### src/rtl/packet_arbiter_wrr.sv
// Packet-atomic weighted round-robin arbiter: N flit streams onto one registered output.
// The grant is held from header to last flit. A 2-entry skid buffer drives the output.
module packet_arbiter_wrr #(
  parameter int CHANNEL_NUMBER = 5,
  parameter int DATA_WIDTH     = 32,
  parameter int ID_WIDTH       = 4,
  parameter int HEADER_ID      = 0,
  parameter int X_WIDTH        = 2,
  parameter int Y_WIDTH        = 2,
  parameter int LEN_LSB        = 8,
  parameter int WEIGHT_WIDTH   = 4,
  parameter int CNT_WIDTH      = 16
) (
  input  logic                                   clk,
  input  logic                                   rst,
  input  logic [CHANNEL_NUMBER*DATA_WIDTH-1:0]   in_data,
  input  logic [CHANNEL_NUMBER*ID_WIDTH-1:0]     in_id,
  input  logic [CHANNEL_NUMBER-1:0]              in_valid,
  output logic [CHANNEL_NUMBER-1:0]              in_ready,
  input  logic [CHANNEL_NUMBER*WEIGHT_WIDTH-1:0] weight,
  output logic [DATA_WIDTH-1:0]                  out_data,
  output logic [ID_WIDTH-1:0]                    out_id,
  output logic                                   out_valid,
  input  logic                                   out_ready,
  output logic [$clog2(CHANNEL_NUMBER)-1:0]      grant,
  output logic [X_WIDTH-1:0]                     target_x,
  output logic [Y_WIDTH-1:0]                     target_y,
  output logic                                   proto_err,
  output logic [CHANNEL_NUMBER*CNT_WIDTH-1:0]    pkt_cnt
);

  localparam int GW = $clog2(CHANNEL_NUMBER);
  localparam logic [ID_WIDTH-1:0] HDR = ID_WIDTH'(HEADER_ID);

  typedef enum logic {IDLE, LOCKED} state_t;
  state_t state, state_next;

  logic [WEIGHT_WIDTH-1:0] credits;
  logic [7:0]              left;
  logic                    hdr_phase;
  logic [X_WIDTH-1:0]      tx_q;
  logic [Y_WIDTH-1:0]      ty_q;

  logic [DATA_WIDTH-1:0]   e0_data, e1_data;
  logic [ID_WIDTH-1:0]     e0_id, e1_id;
  logic [1:0]              count;
  logic                    full;

  logic [DATA_WIDTH-1:0]   own_data;
  logic [ID_WIDTH-1:0]     own_id;
  logic                    own_valid;
  logic [7:0]              own_len;
  logic [CHANNEL_NUMBER-1:0] eligible;

  logic                    pick_found, drop_found, drop, xfer, hdr_xfer;
  logic [GW-1:0]           pick, drop_sel;
  logic [WEIGHT_WIDTH-1:0] pick_w, reload;

  assign own_data  = in_data[grant*DATA_WIDTH +: DATA_WIDTH];
  assign own_id    = in_id[grant*ID_WIDTH +: ID_WIDTH];
  assign own_valid = in_valid[grant];
  assign own_len   = own_data[LEN_LSB +: 8];
  assign full      = (count == 2'd2);
  assign hdr_xfer  = xfer && hdr_phase;

  for (genvar c = 0; c < CHANNEL_NUMBER; c++) begin : g_elig
    assign eligible[c] = in_valid[c] && (in_id[c*ID_WIDTH +: ID_WIDTH] == HDR);
  end

  // Owner keeps priority while it has credits; otherwise scan starts after it.
  always_comb begin
    int idx;
    idx        = 0;
    pick_found = 1'b0;
    pick       = '0;
    drop_found = 1'b0;
    drop_sel   = '0;
    if (credits != '0 && eligible[grant]) begin
      pick_found = 1'b1;
      pick       = grant;
    end else begin
      for (int i = 1; i <= CHANNEL_NUMBER; i++) begin
        idx = (int'(grant) + i) % CHANNEL_NUMBER;
        if (!pick_found && eligible[idx]) begin
          pick_found = 1'b1;
          pick       = GW'(idx);
        end
      end
    end
    for (int c = CHANNEL_NUMBER - 1; c >= 0; c--) begin
      if (in_valid[c] && !eligible[c]) begin
        drop_found = 1'b1;
        drop_sel   = GW'(c);
      end
    end
  end

  assign pick_w = weight[pick*WEIGHT_WIDTH +: WEIGHT_WIDTH];
  assign reload = (pick_w == '0) ? '0 : pick_w - 1'b1;

  always_ff @(posedge clk or posedge rst) begin
    if (rst) state <= IDLE;
    else     state <= state_next;
  end

  always_comb begin
    state_next = state;
    in_ready   = '0;
    xfer       = 1'b0;
    drop       = 1'b0;
    case (state)
      IDLE: begin
        if (pick_found) begin
          state_next = LOCKED;
        end else if (drop_found) begin
          drop               = 1'b1;
          in_ready[drop_sel] = 1'b1;
        end
      end
      LOCKED: begin
        in_ready[grant] = !full;
        xfer            = own_valid && !full;
        if (xfer && (hdr_phase ? (own_len == 8'd0) : (left == 8'd1)))
          state_next = IDLE;
      end
      default: state_next = IDLE;
    endcase
  end

  // Arbitration, packet tracking and counters
  always_ff @(posedge clk or posedge rst) begin
    if (rst) begin
      grant     <= '0;
      credits   <= '0;
      left      <= '0;
      hdr_phase <= 1'b0;
      tx_q      <= '0;
      ty_q      <= '0;
      proto_err <= 1'b0;
      pkt_cnt   <= '0;
    end else begin
      if (state == IDLE && pick_found) begin
        grant     <= pick;
        // A fresh turn (new owner or exhausted credits) reloads from the weight.
        credits   <= (pick != grant || credits == '0) ? reload : credits - 1'b1;
        hdr_phase <= 1'b1;
      end
      if (hdr_xfer) begin
        left      <= own_len;
        tx_q      <= own_data[Y_WIDTH +: X_WIDTH];
        ty_q      <= own_data[0 +: Y_WIDTH];
        hdr_phase <= 1'b0;
      end else if (xfer) begin
        left <= left - 1'b1;
      end
      if (drop || (xfer && !hdr_phase && own_id == HDR))
        proto_err <= 1'b1;
      for (int c = 0; c < CHANNEL_NUMBER; c++) begin
        if (hdr_xfer && grant == GW'(c) && pkt_cnt[c*CNT_WIDTH +: CNT_WIDTH] != '1)
          pkt_cnt[c*CNT_WIDTH +: CNT_WIDTH] <= pkt_cnt[c*CNT_WIDTH +: CNT_WIDTH] + 1'b1;
      end
    end
  end

  assign target_x = hdr_xfer ? own_data[Y_WIDTH +: X_WIDTH] : tx_q;
  assign target_y = hdr_xfer ? own_data[0 +: Y_WIDTH] : ty_q;

  // Skid buffer: entry 0 is the output register, entry 1 absorbs one stall
  always_ff @(posedge clk or posedge rst) begin
    if (rst) begin
      count   <= 2'd0;
      e0_data <= '0;
      e0_id   <= '0;
      e1_data <= '0;
      e1_id   <= '0;
    end else begin
      if (xfer && out_valid && out_ready) begin
        if (count == 2'd1) begin
          e0_data <= own_data;
          e0_id   <= own_id;
        end else begin
          e0_data <= e1_data;
          e0_id   <= e1_id;
          e1_data <= own_data;
          e1_id   <= own_id;
        end
      end else if (xfer) begin
        if (count == 2'd0) begin
          e0_data <= own_data;
          e0_id   <= own_id;
        end else begin
          e1_data <= own_data;
          e1_id   <= own_id;
        end
        count <= count + 2'd1;
      end else if (out_valid && out_ready) begin
        e0_data <= e1_data;
        e0_id   <= e1_id;
        count   <= count - 2'd1;
      end
    end
  end

  assign out_valid = (count != 2'd0);
  assign out_data  = e0_data;
  assign out_id    = e0_id;

endmodule

### config.mk
export PLATFORM = sky130hd
export DESIGN_NAME = packet_arbiter_wrr
export DESIGN_NICKNAME = d
export VERILOG_FILES = /design/src/rtl/packet_arbiter_wrr.sv
export SDC_FILE = /design/constraint.sdc
export NUM_CORES = 1
export LEC_CHECK = 0
export BUFFER_PORTS_ARGS = -buffer_cell sky130_fd_sc_hd__buf_4
export CORE_ASPECT_RATIO = 0.7
export CORE_MARGIN = 2
export CORE_UTILIZATION = 49
export DETAILED_ROUTE_END_ITERATION = 12
export PLACE_DENSITY = 0.86
export SLEW_MARGIN = 20
export SYNTH_ARGS = -nofsm -noshare
export SYNTH_HDL_FRONTEND = slang
export SYNTH_SLANG_ARGS = --single-unit
export TNS_END_PERCENT = 10
### constraint.sdc
create_clock -name clk -period 7.1 [get_ports clk]
set_input_delay 1.42 -clock clk [delete_from_list [all_inputs] [get_ports clk]]
set_output_delay 1.42 -clock clk [all_outputs]
set_load 0.02 [all_outputs]
==> results.md <==
- Status: finished, final reports clean
- Crit path top cell by count: ha_1
- Die Wd: 190 microns
- # clock sinks: 176
- FF-to-FF End: credits[2]$_DFFE_PP0P_
- Via count: 11400
- Crit path launch type: register
- Reg2reg path depth: 19
- Routed Antenna Nets: 0
- Avg Inst Size Synth: 9.33 sq um
- Crit-path max FO: 27
- Fraction of layout instances using a drive strength above 1: 0.303
- FF/Latch Area: 4410 sq um
- CTS buffer count: 17
- Clk Latency, worst-skew pair: 0.43 ns
- Vias in the first global route: 11000
- Wire per inst: 19.1 microns
- Avg Vias per Cell: 5.99
- I/O pin count: 338
- Synth cell types: 91
- Setup tns final: 0 ns
- Footprint of the multi-input gates: 7050 sq um
- Reg2reg setup slack: 1.26 ns
- Ys Warns: 0
- Hold-fix buffers, CTS: 0
- Die Y: 134 microns
- Worst Hold End: pkt_cnt[72]$_DFFE_PP0P_
- Post-synth top flop: dfrtp_1
- Starting Density: 0.500
- Hold Crit Depth: 1
- Initial DRT Pass Iterations: 8
- Mapped Nets: 1516
- Design area: 15200 sq um
- Worst-margin pin slew: 0.949 ns
- Diodes inserted: 0
- Final WL: 36400 microns
- # setup viols final: 0
- Max Cap Viol: 0
- Worst hold path type: register to register
- Slowest Stage Delay on Critical Path: 0.73 ns
- FMAX: 147 MHz
- TritonCTS clock tree: built
- Ratio of total power to cell area: 487 nW/um^2
- CP Capture Type: primary output
- GRT Util Overall: 0.284
- Core ar.: 23700 sq um
- RSZ-0062 raised after global routing: no
- Worst EP required: 5.68 ns
- Clk slew on worst S/H paths: 0.07 ns
- Die Area: 25400 sq um
- Max Root-Sink Buffers: 2
- Synthesized flop and latch total: 176
- CP arrival: 5.40 ns
- Global route overflow: 0
- DRC Markers: 0
- Register area share after synthesis: 0.372
- Max Slew Vio Count: 0
- First-pass GRT wire length: 57800 microns
- P&R area growth vs syn: 28.4%
- Leak: 0.00687 uW
- Tmin final: 6.82 ns
- DP HPWL: 27400 microns
- Worst relative slew slack: 0.365
- Fin nets: 1816
- Initial antenna violation count: 2
- Finished Core Util: 0.641
- Worst path cell trace: ha_1, ha_2, inv_1, ha_1, nor3_2, nor2_2, xnor2_2, ha_1, mux4_2, nand3_1, o31ai_1, nor3_1, nand3_1, or4b_2, nand2_1, buf_4
- Post-synth ARST share: 1.00
- Peak VDD IR: 0.000544 V
- EDFF count, synth: 0
- Hold Startpoint: pkt_cnt[72]$_DFFE_PP0P_
- Critical R2R Launch: grant[1]$_DFFE_PP0P_
- # fillers: 1944
- H-Tree Depth: 4
- Number of buffers added on ports: 337
- Setup Skew: 0.0109 ns
- DP Area: 14600 sq um
- Synthesized area: 11800 sq um
- Mapped Cells: 1269
- Largest net degree at the start of global routing: 73
- Row count: 47
- Initial DRC count: 1177
- Root Buffer: clkbuf_16
- Final Cycle Share: 0.961
- GP Congestion: 0.946
- Final hold violation count: 0
- Crit Path Category: register to primary output
- Slowest cell on crit path: or4b_2
## final cells by class
type	count	area share
inverters	33	0.00889
flip-flops and latches	176	0.290
multi-input cells	988	0.464
clock buffers	18	0.0282
well taps	318	0.0262
repair buffers	353	0.174
clock inverters	13	0.00848
## cell usage in the layout (no fill, tap or decap), types with 40 or more instances in the layout
cell type  count
buf_4        353
dfrtp_1      174
nand2_1      128
nand3_1      105
nor2_1        92
o21ai_0       74
xnor2_1       64
a21oi_1       62
o211ai_1      44
mux4_2        40
## flip-flops by register name (all words and copies together), names as in the netlist
name       flops
count          2
credits        4
e1_data       32
e1_id          4
grant          3
hdr_phase      1
left           8
out_data      32
out_id         4
pkt_cnt       80
proto_err      1
state          1
tx_q           2
ty_q           2
## cell usage after synthesis, drive strengths merged (4+ instances only)
cell | count | area share
a211o | 5 | 0.0037
and3 | 13 | 0.0069
nand3 | 107 | 0.047
mux2i | 26 | 0.022
nor4 | 11 | 0.0071
nor3 | 31 | 0.013
or3 | 6 | 0.0036
nor2 | 93 | 0.030
and2 | 12 | 0.0066
a211oi | 9 | 0.0072
nand4 | 25 | 0.013
o21ai | 78 | 0.033
dfrtp | 176 | 0.37
nand3b | 5 | 0.0042
a21o | 6 | 0.0038
buf | 23 | 0.0097
or2 | 4 | 0.0021
o31ai | 11 | 0.0078
o211ai | 45 | 0.029
clkbuf | 49 | 0.016
inv | 31 | 0.010
a21oi | 64 | 0.028
a311oi | 5 | 0.0037
mux2 | 11 | 0.011
o21a | 4 | 0.0025
mux4 | 40 | 0.076
xor2 | 19 | 0.014
nor2b | 10 | 0.0053
a22oi | 37 | 0.023
ha | 39 | 0.041
nand2 | 130 | 0.041
a31oi | 9 | 0.0048
o21bai | 4 | 0.0035
xnor2 | 65 | 0.049
nand2b | 18 | 0.0095
## routing by layer
| layer | vias up | global-route usage | share of wire |
|---|---|---|---|
| met1 | 5532 | 0.416 | 0.44 |
| met4 | 4 | 0.0754 | 0.019 |
| li1 | 5279 | - | - |
| met3 | 62 | 0.0602 | 0.087 |
| met2 | 498 | 0.429 | 0.45 |
| met5 | - | 0 | 0.00052 |
## cell families (layout without fill, tap and decap cells)
group,after synthesis,after routing,share of synthesized area
AND/OR/NAND/NOR,478,478,0.200
AO/OA/AOI/OAI,308,308,0.178
flip-flops,176,176,0.372
buffers and inverters,105,417,0.0359
XOR/XNOR,84,84,0.0628
multiplexers,77,77,0.109
adder cells (fa/ha/maj),41,41,0.0429
## repair_timing
item,CTS,global route
buffers inserted,0,0
endpoints found under the hold margin,0,0
setup endpoints to repair,0,2
resized for setup,0,4
## power breakdown
part / internal (uW) / switching, uW / leakage [uW]
Sequential: 1290 / 204 / 0.00221
Combinational: 2020 / 2980 / 0.00440
Clock: 463 / 442 / 0.000261
Total: 3770 / 3620 / 0.00687
## worst max path at each step
| stage | from | endpoint | slack (ns) | cells after the start |
|---|---|---|---|---|
| floorplan | grant[2]$_DFFE_PP0P_ | in_ready[1] | 0.59 | 19 |
| global placement | grant[0]$_DFFE_PP0P_ | in_ready[1] | 0.73 | 16 |
| detailed placement | grant[0]$_DFFE_PP0P_ | in_ready[1] | 0.55 | 16 |
| CTS | grant[0]$_DFFE_PP0P_ | in_ready[1] | 0.08 | 16 |
| global route | grant[0]$_DFFE_PP0P_ | in_ready[1] | 0.004 | 16 |
| finish | grant[0]$_DFFE_PP0P_ | in_ready[1] | 0.28 | 16 |
## critical path, delay by kind of cell, from the launching register on
family	cells	cell delay, ns
simple gates	7	1.87
mux	1	0.50
flops	1	0.61
buf+inv	2	0.26
compound gates	1	0.11
xor+xnor	1	0.18
fa+ha+maj	4	1.43
## metrics by stage
step	power (uW)	cells	worst slack (ns)	hold slack [ns]
2_1_floorplan	5170	1269	0.590	0.495
3_3_place_gp	6200	1868	0.730	0.475
3_5_place_dp	6390	1868	0.553	0.477
4_1_cts	7310	1899	0.0753	0.488
5_1_grt	7950	1899	0.00405	0.512
6_report	7400	1899	0.276	0.485
(Power assumes the default switching activity.)
